$ cat config.mk
export PLATFORM = sky130hd
export DESIGN_NAME = imem_loader
export DESIGN_NICKNAME = d
export VERILOG_FILES = /design/src/rtl/imem_loader_pkg.sv /design/src/rtl/word_assembler.sv /design/src/rtl/imem_loader.sv
export SDC_FILE = /design/constraint.sdc
export NUM_CORES = 1
export LEC_CHECK = 0
export CAP_MARGIN = 20
export CELL_PAD_IN_SITES_DETAIL_PLACEMENT = 0
export CELL_PAD_IN_SITES_GLOBAL_PLACEMENT = 2
export CORE_ASPECT_RATIO = 1.75
export CORE_UTILIZATION = 37
export DETAILED_ROUTE_END_ITERATION = 12
export PLACE_DENSITY_LB_ADDON = 0.1
export SKIP_CTS_REPAIR_TIMING = 1
export SLEW_MARGIN = 20
export SYNTH_ARGS = -nofsm -noshare
export SYNTH_HDL_FRONTEND = slang
export SYNTH_HIERARCHICAL = 1
export SYNTH_SLANG_ARGS = --single-unit
$ cat constraint.sdc
create_clock -name clk -period 6.03 [get_ports clk]
set_input_delay 0.9045 -clock clk [delete_from_list [all_inputs] [get_ports clk]]
set_output_delay 0.9045 -clock clk [all_outputs]
set_load 0.05 [all_outputs]
$ cat src/rtl/imem_loader_pkg.sv
// Shared definitions for the instruction-memory boot loader: FSM state
// encodings, stream framing constants and the running checksum helper.
package imem_loader_pkg;

    typedef enum logic [2:0] {
        LEN_HI = 3'd0,
        LEN_LO = 3'd1,
        DATA   = 3'd2,
        CHK    = 3'd3,
        DONE   = 3'd4,
        ERR    = 3'd5
    } state_t;

    localparam int HDR_BYTES  = 2;
    localparam int WORD_BYTES = 4;

    function automatic logic [7:0] chk_update(input logic [7:0] acc, input logic [7:0] data);
        return acc ^ data;
    endfunction

endpackage

$ cat src/rtl/word_assembler.sv
// Collects four big-endian stream bytes into a 32-bit instruction word and
// flags the completing byte; clear discards any partially assembled word.
module word_assembler
    import imem_loader_pkg::*;
(
    input  logic        clk,
    input  logic        clear,
    input  logic        byte_en,
    input  logic [7:0]  byte_in,
    output logic        word_valid,
    output logic [31:0] word
);

    logic [1:0]  byte_cnt_r;
    // Only the first three bytes need storing; the fourth is taken live.
    logic [23:0] shift_r;

    // byte counter and MSB-first shift register
    always_ff @(posedge clk) begin
        if (clear) begin
            byte_cnt_r <= 2'd0;
            shift_r    <= 24'd0;
        end else if (byte_en) begin
            byte_cnt_r <= byte_cnt_r + 2'd1;
            shift_r    <= {shift_r[15:0], byte_in};
        end else begin
            byte_cnt_r <= byte_cnt_r;
            shift_r    <= shift_r;
        end
    end

    assign word_valid = byte_en && (byte_cnt_r == 2'(WORD_BYTES - 1));
    assign word       = {shift_r, byte_in};

endmodule

$ cat src/rtl/imem_loader.sv
// Boot-time instruction-memory writer: parses a length-prefixed byte stream,
// writes sequential words and releases the CPU once the image is complete.
// Optional trailing XOR checksum enabled by defining IMEM_LOADER_CHECKSUM_EN.
module imem_loader
    import imem_loader_pkg::*;
#(
    parameter int ADDR_W = 8
)
(
    input  logic              clk,
    input  logic              rst,
    input  logic [7:0]        in_data,
    input  logic              in_valid,
    output logic              in_ready,
    output logic              imem_wren,
    output logic [ADDR_W-1:0] imem_waddr,
    output logic [31:0]       imem_wdata,
    output logic              cpu_rst,
    output logic              done,
    output logic              error
);

    localparam logic [16:0] MAX_WORDS = 17'd1 << ADDR_W;

`ifdef IMEM_LOADER_CHECKSUM_EN
    localparam state_t AFTER_DATA = CHK;
`else
    localparam state_t AFTER_DATA = DONE;
`endif

    state_t            state_r, next_state_s;
    logic [15:0]       count_r, word_idx_r, len_s;
    logic              in_ready_s, xfer_s, clear_s, byte_en_s;
    logic              word_valid_s, last_word_s;
    logic [31:0]       word_s;
    logic              wren_r, cpu_rst_r, done_r, error_r;
    logic [ADDR_W-1:0] waddr_r;
    logic [31:0]       wdata_r;
`ifdef IMEM_LOADER_CHECKSUM_EN
    logic [7:0]        chk_r;
`endif

    assign xfer_s      = in_valid && in_ready_s;
    assign clear_s     = rst || (state_r == LEN_LO);
    assign byte_en_s   = xfer_s && (state_r == DATA);
    assign len_s       = {count_r[15:8], in_data};
    assign last_word_s = word_valid_s && ((word_idx_r + 16'd1) == count_r);

    word_assembler u_word_assembler (
        .clk        (clk),
        .clear      (clear_s),
        .byte_en    (byte_en_s),
        .byte_in    (in_data),
        .word_valid (word_valid_s),
        .word       (word_s)
    );

    // state register
    always_ff @(posedge clk) begin
        if (rst) begin
            state_r <= LEN_HI;
        end else begin
            state_r <= next_state_s;
        end
    end

    // next-state logic
    always_comb begin
        next_state_s = state_r;
        case (state_r)
            LEN_HI: begin
                if (xfer_s) next_state_s = LEN_LO;
                else        next_state_s = LEN_HI;
            end
            LEN_LO: begin
                if (!xfer_s)                         next_state_s = LEN_LO;
                else if ({1'b0, len_s} > MAX_WORDS)  next_state_s = ERR;
                else if (len_s == 16'd0)             next_state_s = AFTER_DATA;
                else                                 next_state_s = DATA;
            end
            DATA: begin
                if (last_word_s) next_state_s = AFTER_DATA;
                else             next_state_s = DATA;
            end
`ifdef IMEM_LOADER_CHECKSUM_EN
            CHK: begin
                if (!xfer_s)               next_state_s = CHK;
                else if (in_data == chk_r) next_state_s = DONE;
                else                       next_state_s = ERR;
            end
`endif
            DONE:    next_state_s = DONE;
            ERR:     next_state_s = ERR;
            default: next_state_s = LEN_HI;
        endcase
    end

    // output decode: readiness depends on the state register alone
    always_comb begin
        in_ready_s = 1'b0;
        case (state_r)
            LEN_HI, LEN_LO, DATA, CHK: in_ready_s = 1'b1;
            default:                   in_ready_s = 1'b0;
        endcase
    end

    // word count capture and word index
    always_ff @(posedge clk) begin
        if (rst) begin
            count_r    <= 16'd0;
            word_idx_r <= 16'd0;
        end else begin
            if (xfer_s && (state_r == LEN_HI)) begin
                count_r <= {in_data, count_r[7:0]};
            end else if (xfer_s && (state_r == LEN_LO)) begin
                count_r <= len_s;
            end else begin
                count_r <= count_r;
            end
            if (state_r == LEN_LO) begin
                word_idx_r <= 16'd0;
            end else if (word_valid_s) begin
                word_idx_r <= word_idx_r + 16'd1;
            end else begin
                word_idx_r <= word_idx_r;
            end
        end
    end

    // write port registers; address/data hold between strobes
    always_ff @(posedge clk) begin
        if (rst) begin
            wren_r  <= 1'b0;
            waddr_r <= '0;
            wdata_r <= 32'd0;
        end else begin
            wren_r <= word_valid_s;
            if (word_valid_s) begin
                waddr_r <= word_idx_r[ADDR_W-1:0];
                wdata_r <= word_s;
            end else begin
                waddr_r <= waddr_r;
                wdata_r <= wdata_r;
            end
        end
    end

    // status registers; the CPU is released one cycle after a completing write
    always_ff @(posedge clk) begin
        if (rst) begin
            cpu_rst_r <= 1'b1;
            done_r    <= 1'b0;
            error_r   <= 1'b0;
        end else begin
            cpu_rst_r <= !((state_r == DONE) || ((next_state_s == DONE) && !word_valid_s));
            done_r    <= (next_state_s == DONE);
            error_r   <= (next_state_s == ERR);
        end
    end

`ifdef IMEM_LOADER_CHECKSUM_EN
    // running XOR over payload bytes
    always_ff @(posedge clk) begin
        if (clear_s) begin
            chk_r <= 8'd0;
        end else if (byte_en_s) begin
            chk_r <= chk_update(chk_r, in_data);
        end else begin
            chk_r <= chk_r;
        end
    end
`endif

    assign in_ready   = in_ready_s;
    assign imem_wren  = wren_r;
    assign imem_waddr = waddr_r;
    assign imem_wdata = wdata_r;
    assign cpu_rst    = cpu_rst_r;
    assign done       = done_r;
    assign error      = error_r;

endmodule

-- After elaboration in Yosys (flattened, before gate mapping)
Cells that the tools add are included.
- add/sub/neg operators: 2
- magnitude comparators: 1
- eq/ne operators: 9
- multiplexer cells: 9
- bitwise logic cells: 1
- reduce and logical (&&, ||, !) cells: 16
- operators with widths (kind ; count):
    $add 16x1->16 const B ; 1
    $eq 16x16->1 ; 1
    $gt 16x9->1 const B ; 1
    $logic_not 16->1 ; 1
    $mux 16 ; 1
    $pmux 3 s5 ; 1
    $eq 3x3->1 const B ; 4
    $mux 3 ; 4
    $mux 8 ; 1
    $logic_and 1x1->1 ; 7
    $eq 3x2->1 const B ; 2
    $reduce_or 4->1 ; 1
    $eq 3x1->1 const B ; 1
    $logic_not 3->1 ; 1
    $add 2x1->2 const B ; 1
    $eq 2x2->1 const B ; 1
    $logic_not 1->1 ; 2
    $logic_or 1x1->1 ; 2
    $mux 1 ; 2
    $reduce_and 2->1 ; 1
    $reduce_or 2->1 ; 1
    $not 1->1 ; 1
- flip-flop bits (word level): 105
- input bits: 11
- output and inout bits: 45
- word-level logic and storage cells: 50

-- Longest topological paths before layout
Gate-level depths: netlist of the first run.
- depth in word-level cells: 13
- depth in mapped cells: 12
- mapped depth without buffers: 9

-- Modules after synthesis
Netlist of the first run, hierarchy kept.
- by module, submodules not included (module ; instances ; cells an instance ; area an instance (µm²) ; seq. area each (µm²)):
    imem_loader ; 1 ; 389 ; 3489.6 ; 1581.5
    word_assembler ; 1 ; 94 ; 1023.5 ; 520.5

-- Worst setup path before layout of the first run
OpenSTA, ideal clock, no wires.
- kind: in2reg
- from: input in_valid
- to: register done_r (netlist: done)
- setup time: 0.060 ns
- arrival: 2.744 ns
- data required time: 5.970 ns
- slack: 3.226 ns
- cell stages on the path: 11
- buffers on the path: 3
- cells stage by stage: nand2_1 nor3b_1 buf_6 buf_12 and2_1 clkbuf_1 nand4_1 a41oi_1 o2111ai_1 o41ai_2 and3b_1
- word-level cells in the longest chain between the ends: 7
- elaborated cells between the ends (all ways): 9
- classes of those cells: eq/ne (1); mux (4); reduce/logical (4)
- RTL lines (element ; RTL line ; text):
    from (decl) ; imem_loader.sv:13 ; input logic in_valid,
    $logic_and 1x1->1 ; imem_loader.sv:43 ; assign xfer_s = in_valid && in_ready_s;
    $logic_and 1x1->1 ; imem_loader.sv:45 ; assign byte_en_s = xfer_s && (state_r == DATA);
    via byte_en_s ; imem_loader.sv:33 ; logic in_ready_s, xfer_s, clear_s, byte_en_s;
    $logic_and 1x1->1 ; word_assembler.sv:32 ; assign word_valid = byte_en && (byte_cnt_r == 2'(WORD_BYTES - 1));
    via word_valid_s ; imem_loader.sv:34 ; logic word_valid_s, last_word_s;
    $logic_and 1x1->1 ; imem_loader.sv:47 ; assign last_word_s = word_valid_s && ((word_idx_r + 16'd1) == count_r);
    $mux 3 ; imem_loader.sv:82 ; if (last_word_s) next_state_s = AFTER_DATA;
    $pmux 3 s5 ; imem_loader.sv:70 ; case (state_r)
    $eq 3x3->1 ; imem_loader.sv:156 ; done_r <= (next_state_s == DONE);
    to (signal assigned) ; imem_loader.sv:156 ;
    to (decl) ; imem_loader.sv:36 ; logic wren_r, cpu_rst_r, done_r, error_r;
The timed path passes the listed nets, and every way through them passes these cells.
A chain may end at the register's enable or synchronous reset.

-- Final worst setup path of the first run
- from: input in_valid
- to: register word_idx_r[5]
- word-level cells in the longest chain between the ends: 3
- RTL lines (element ; RTL line ; text):
    $logic_and 1x1->1 ; imem_loader.sv:43 ;
    $logic_and 1x1->1 ; imem_loader.sv:45 ;
    via byte_en_s ; imem_loader.sv:33 ;
    $logic_and 1x1->1 ; word_assembler.sv:32 ;
    via word_valid_s ; imem_loader.sv:34 ;
    to (signal assigned) ; imem_loader.sv:123 ; word_idx_r <= word_idx_r + 16'd1;
    to (signal assigned) ; imem_loader.sv:125 ; word_idx_r <= word_idx_r;
    to (decl) ; imem_loader.sv:32 ; logic [15:0] count_r, word_idx_r, len_s;
The timed path passes the listed nets, and every way through them passes these cells.

==> summary.md, run 1 <==
| Metric | Value |
|---|---|
| Detailed Place HPWL | 7.39 mm |
| Crit path capture type | flip-flop |
| Total power | 0.00143 W |
| Area growth syn-to-layout | 17.8% |
| Peak VDD IR | 133 uV |
| Antenna violations before repair | 0 |
| Status | completed |
| Number of remaining DRC errors | 0 |
| Crit share post-route | 0.580 |
| Sequential area share after synthesis | 0.466 |
| Lkg Pwr | 1.77 nW |
| Cell taking the most area after synthesis | dfxtp_1 |
| Slew HR | 0.407 |
| Syn Inst Count | 483 |
| DR vias | 3294 |
| Post-Syn Area per Cell | 9.34 um2 |
| Antenna diode count | 0 |
| Worst Hold Path EP | count_r[0] |
| Top sig layer | met4 |
| CTS tree | yes |
| Commonest non-fill, non-tap cell in the layout | dfxtp_1 |
| Worst-Margin Slew | 0.883 ns |
| Critical path data required time | 6.31 ns |
| Pre-antenna DRT Iters | 4 |
| Die Wd | 85.5 um |
| Clk Latency, worst-skew pair | 0.35 ns |
| Clk buf depth | 2 |
| Final-layout fill cell count | 1180 |
| Clk_skew | 0.00819 ns |
| R2r startpoint | state_r[2] |
| Sum Neg Setup Slack | 0 ns |
| Power per Cell Area | 269 nW/um2 |
| Most frequent cells in the layout | dfxtp_1, nor2_1, mux2i_1, clkdlybuf4s50_1, nand2_1 |
| First-pass GRT wire length | 16.7 mm |
| Die height | 148 um |
| Gr usage total | 0.174 |
| F_max | 286 MHz |
| Core Area | 11900 um2 |
| Synth top area share | 0.466 |
| Gr ovfl total | 0 |
| Synthesized area | 4510 um2 |
| Critical-path maximum fanout | 51 |
| Number of setup violations in the final report | 0 |
| Die ar. | 12700 um2 |
| I/O Buffers | 55 |
| Core Rows | 53 |
| Share of post-route cells with drive strength above 1 | 0.0579 |
| WL met3 | 244 um |
| Fin cells | 655 |
| RR Endpoint | word_idx_r[5] |
| Hold_sp | count_r[0] |
| Critical path class | in2reg |
| Crit path DAT | 3.78 ns |
| Number of global-route vias before repair | 3111 |
| Placer congestion estimate | 0.797 |
| Clock Pin Slew Worst Setup and Hold Paths | 0.07 ns |
| Primary FF master, synth | dfxtp_1 |
| Met2 wire len | 5.68 mm |
| Clock Tree Root | clkbuf_16 |
| Max-slew violations | 0 |
| Wl on met1 | 4.44 mm |
| Final Critical Period | 3.50 ns |
| Worst R2R Path Depth | 9 |
| # Max-Cap Violations | 0 |
| Critical Path Source Type | input pin |
| Clock Sinks | 105 |
| Synth warn | 6 |
| WHS | 0.473 ns |
| Share of flip-flops with an asynchronous set or reset | 0 |
| Starting density of the core | 0.378 |
| Top Ports | 56 |
| Routed wire length | 10.7 mm |
| 1st-iter DRT viols | 166 |
| EDFF count, synth | 0 |
| Seq cells post-synth | 105 |
| RSZ-0062 raised after global routing | false |
| Vias per std cell | 5.03 |
| H-tree lvl count | 3 |
| Setup slack, reg-to-reg | 3.11 ns |
| WL per Instance | 16.3 um |
| Worst setup path start | in_valid |
| Pin count of the biggest net entering global routing | 61 |
| Hold Path Depth | 2 |
| Antenna-violating nets left | 0 |
| Min-Delay Path Class | reg2reg |
| Distinct cells, synth | 50 |
| Register area | 2100 um2 |
| Num CTS Buffers | 9 |
| Syn nets | 496 |
| Final Hold Vio Count | 0 |
| Most area-consuming cells after synthesis | dfxtp_1, mux2i_1, nor2_1 |
| DP Cell Count | 639 |
| Layout Nets | 526 |
| Multi-input logic area | 2160 um2 |
==> sequential cells by signal, indices dropped and copies added (netlist names) <==
name	cells
imem_waddr	8
u_word_assembler/byte_cnt_r	2
error	1
done	1
imem_wren	1
word_idx_r	16
u_word_assembler/shift_r	24
cpu_rst	1
count_r	16
state_r	3
imem_wdata	32
==> metrics by stage <==
| stage | setup WS (ns) | util | cell area, um2 |
|---|---|---|---|
| global placement | 2.24 | 0.421 | 5030 |
| CTS | 2.53 | 0.445 | 5320 |
| global route | 2.35 | 0.445 | 5320 |
| finish | 2.53 | 0.445 | 5320 |
| detailed placement | 2.17 | 0.421 | 5030 |
| floorplan | 3.23 | - | 4510 |
==> synthesized netlist by cell type, types with 3 or more instances <==
cell type and instances:
o21ai_0 6, o2111ai_1 3, nand4_1 8, mux2i_1 68
dfxtp_1 105, or4_1 5, nand2b_1 5, nand2_1 47
a31oi_1 3, buf_4 12, clkbuf_1 16, nor3_1 6
nor2_1 86, o31ai_1 3, nor2b_1 3, nand3_1 5
buf_2 5, a21oi_1 21, or3_1 5, xor2_1 17
inv_1 3, buf_1 3, xnor2_1 15
==> kinds of logic (layout without fill, tap and decap cells) <==
family | count (synthesis) | after routing | share of synthesized area
AND/OR/NAND/NOR | 185 | 185 | 0.190
flip-flops | 105 | 105 | 0.466
multiplexers | 68 | 68 | 0.151
AO/OA/AOI/OAI | 46 | 46 | 0.0638
buffers and inverters | 44 | 79 | 0.0571
XOR/XNOR | 33 | 33 | 0.0671
adder cells (fa/ha/maj) | 2 | 2 | 0.00554
==> power breakdown <==
group          total (W)  internal, W  switching [W]  leakage, nW
clock           0.000568     0.000291       0.000277        0.138
sequential      0.000727     0.000709      0.0000182        0.848
combinational   0.000136    0.0000477      0.0000880        0.782
==> how the worst max path moves through the flow <==
stage | slack, ns | endpoint | cells after the start
2_1_floorplan | 3.23 | done | 11
3_3_place_gp | 2.24 | word_idx_r[5] | 9
3_5_place_dp | 2.17 | word_idx_r[5] | 9
4_1_cts | 2.53 | word_idx_r[5] | 9
5_1_grt | 2.35 | word_idx_r[5] | 9
6_report | 2.53 | word_idx_r[5] | 9
==> final cells by class <==
type                    instances  area share
clock buffers                  10      0.0431
clock inverters                 6      0.0115
inverters                       4     0.00282
multi-input cells             334       0.407
flip-flops and latches        105       0.395
well taps                     137      0.0322
repair buffers                 59       0.108
==> per-layer routing <==
metal	vias to the layer above	global-route usage
met4	0	0.0817
li1	1686	-
met2	51	0.306
met5	-	0
met1	1540	0.200
met3	17	0.0339
==> critical path, stage by stage <==
cell and delay (ns):
clkdlybuf4s50_1 0.49, nand2_1 0.12, nor3b_2 0.17, buf_4 0.42, and2_2 0.30, buf_4 0.64, nand2_1 0.18, or3_1 0.35
a21oi_1 0.14
No activity file was read; power rests on OpenSTA's default activity.
==> inputs of run 2 (changes only) <==
Settings changed: CORE_UTILIZATION 37 to 34.
Clock period 6.03 ns to 3.55 ns, I/O delays scaled along.
==> summary.md, run 2 (synthesis gave the netlist of run 1 again) <==
| Metric | Value |
|---|---|
| Layout Utilization | 0.415 |
| Num CTS Buffers | 9 |
| Clk Latency, worst-skew pair | 0.35 ns |
| Final Critical Period | 2.59 ns |
| Worst R2R Path Depth | 7 |
| Hold Path Depth | 2 |
| Status | completed |
| Antenna diode count | 0 |
| Final Hold Vio Count | 0 |
| H-tree lvl count | 3 |
| Area growth syn-to-layout | 18.8% |
| Detailed Place HPWL | 7.65 mm |
| Lkg Pwr | 1.76 nW |
| Critical-path maximum fanout | 8 |
| Peak VDD IR | 228 uV |
| DR vias | 3332 |
| DP Cell Count | 673 |
| Gr ovfl total | 0 |
| Core Area | 12900 um2 |
| Critical path class | reg2reg |
| Commonest non-fill, non-tap cell in the layout | dfxtp_1 |
| CTS tree | yes |
| Routed wire length | 11.1 mm |
| Met3 usage | 0.0411 |
| Met2 global-route usage | 0.306 |
| Pre-CTS WS | 0.758 ns |
| Vias per std cell | 4.84 |
| Clock Tree Root | clkbuf_16 |
| Clk buf depth | 2 |
| Core Rows | 55 |
| Die height | 154 um |
| Number of setup violations in the final report | 0 |
| Gr usage total | 0.173 |
| Number of global-route vias before repair | 3287 |
| Critical Path Source Type | flip-flop |
| Met1 usage | 0.198 |
| Placer congestion estimate | 0.785 |
| # Max-Cap Violations | 0 |
| I/O Buffers | 55 |
| Pre-antenna DRT Iters | 4 |
| Worst-Margin Slew | 0.867 ns |
| Die Wd | 89.1 um |
| First-pass GRT wire length | 17.8 mm |
| Top Ports | 56 |
| Power per Cell Area | 453 nW/um2 |
| Crit path DAT | 2.89 ns |
| WL per Instance | 16.1 um |
| Number of remaining DRC errors | 0 |
| Die ar. | 13800 um2 |
| 1st-iter DRT viols | 147 |
| Pin count of the biggest net entering global routing | 55 |
| Crit path capture type | flip-flop |
| Share of post-route cells with drive strength above 1 | 0.0579 |
| Max-slew violations | 0 |
| Most frequent cells in the layout | dfxtp_1, nor2_1, mux2i_1, clkdlybuf4s50_1, nand2_1 |
| Sum Neg Setup Slack | 0 ns |
| Slew HR | 0.418 |
| F_max | 386 MHz |
| PnR worst setup slack | 0.956 ns |
| Clock Pin Slew Worst Setup and Hold Paths | 0.07 ns |
| Clk_skew | 0.00423 ns |
| Min-Delay Path Class | reg2reg |
| Largest register FFs | 32 |
| Antenna-violating nets left | 0 |
| Clock Sinks | 105 |
| Critical path data required time | 3.85 ns |
| Crit share post-route | 0.731 |
| Gr busiest metal | met2 |
| RSZ-0062 raised after global routing | false |
| Fin cells | 689 |
| Layout Nets | 526 |
| Antenna violations before repair | 0 |
| Starting density of the core | 0.349 |
-- run 2: changes by cell type in the layout (fill, tap and decap cells not counted), sizes merged --
cell / change
clkbuf: +1
clkinv: -1
clkinvlp: +1
inv: -1
-- run 2: layout make-up --
| class | instances | area, um2 |
|---|---|---|
| clock buffers | 11 | 243 |
| clock inverters | 5 | 37.5 |
| fillers | 1341 | 7570 |
| inverters | 4 | 15.0 |
| multi-input cells | 334 | 2160 |
| flip-flops and latches | 105 | 2100 |
| well taps | 171 | 214 |
| repair buffers | 59 | 588 |
-- run 2: final timing paths --
path	from	endpoint	slack [ns]
max	word_idx_r[0]	done	0.96
min	count_r[0]	count_r[0]	0.47
max reg2reg	word_idx_r[0]	done	0.96
min reg2reg	count_r[0]	count_r[0]	0.47
-- run 2: where the power goes --
part	internal (W)	total, W	switching, W	leakage (nW)
Sequential	0.00120	0.00124	0.0000316	0.848
Clock	0.000500	0.000964	0.000464	0.133
Combinational	0.0000810	0.000229	0.000148	0.785
Total	0.00178	0.00243	0.000644	1.76
-- run 2: stage by stage --
step	total power [W]	cell area (um2)	hold slack (ns)
2_1_floorplan	0.00143	4510	0.448
3_3_place_gp	0.00150	5080	0.459
3_5_place_dp	0.00149	5080	0.461
4_1_cts	0.00246	5360	0.471
5_1_grt	0.00253	5360	0.496
6_report	0.00243	5360	0.470
-- run 2: per-layer routing --
layer	wire, um	part of all wire
met1	4530	0.41
met2	6000	0.54
met3	314	0.028
met4	240	0.022
met5	0	0
-- run 2: critical path, cell delays in order (launching register included) --
cell and delay [ns]:
dfxtp_1 0.52, ha_1 0.33, nand3_4 0.14, or4_1 0.52
a22oi_1 0.17, o2111ai_1 0.23, o41ai_2 0.42, and3b_1 0.20
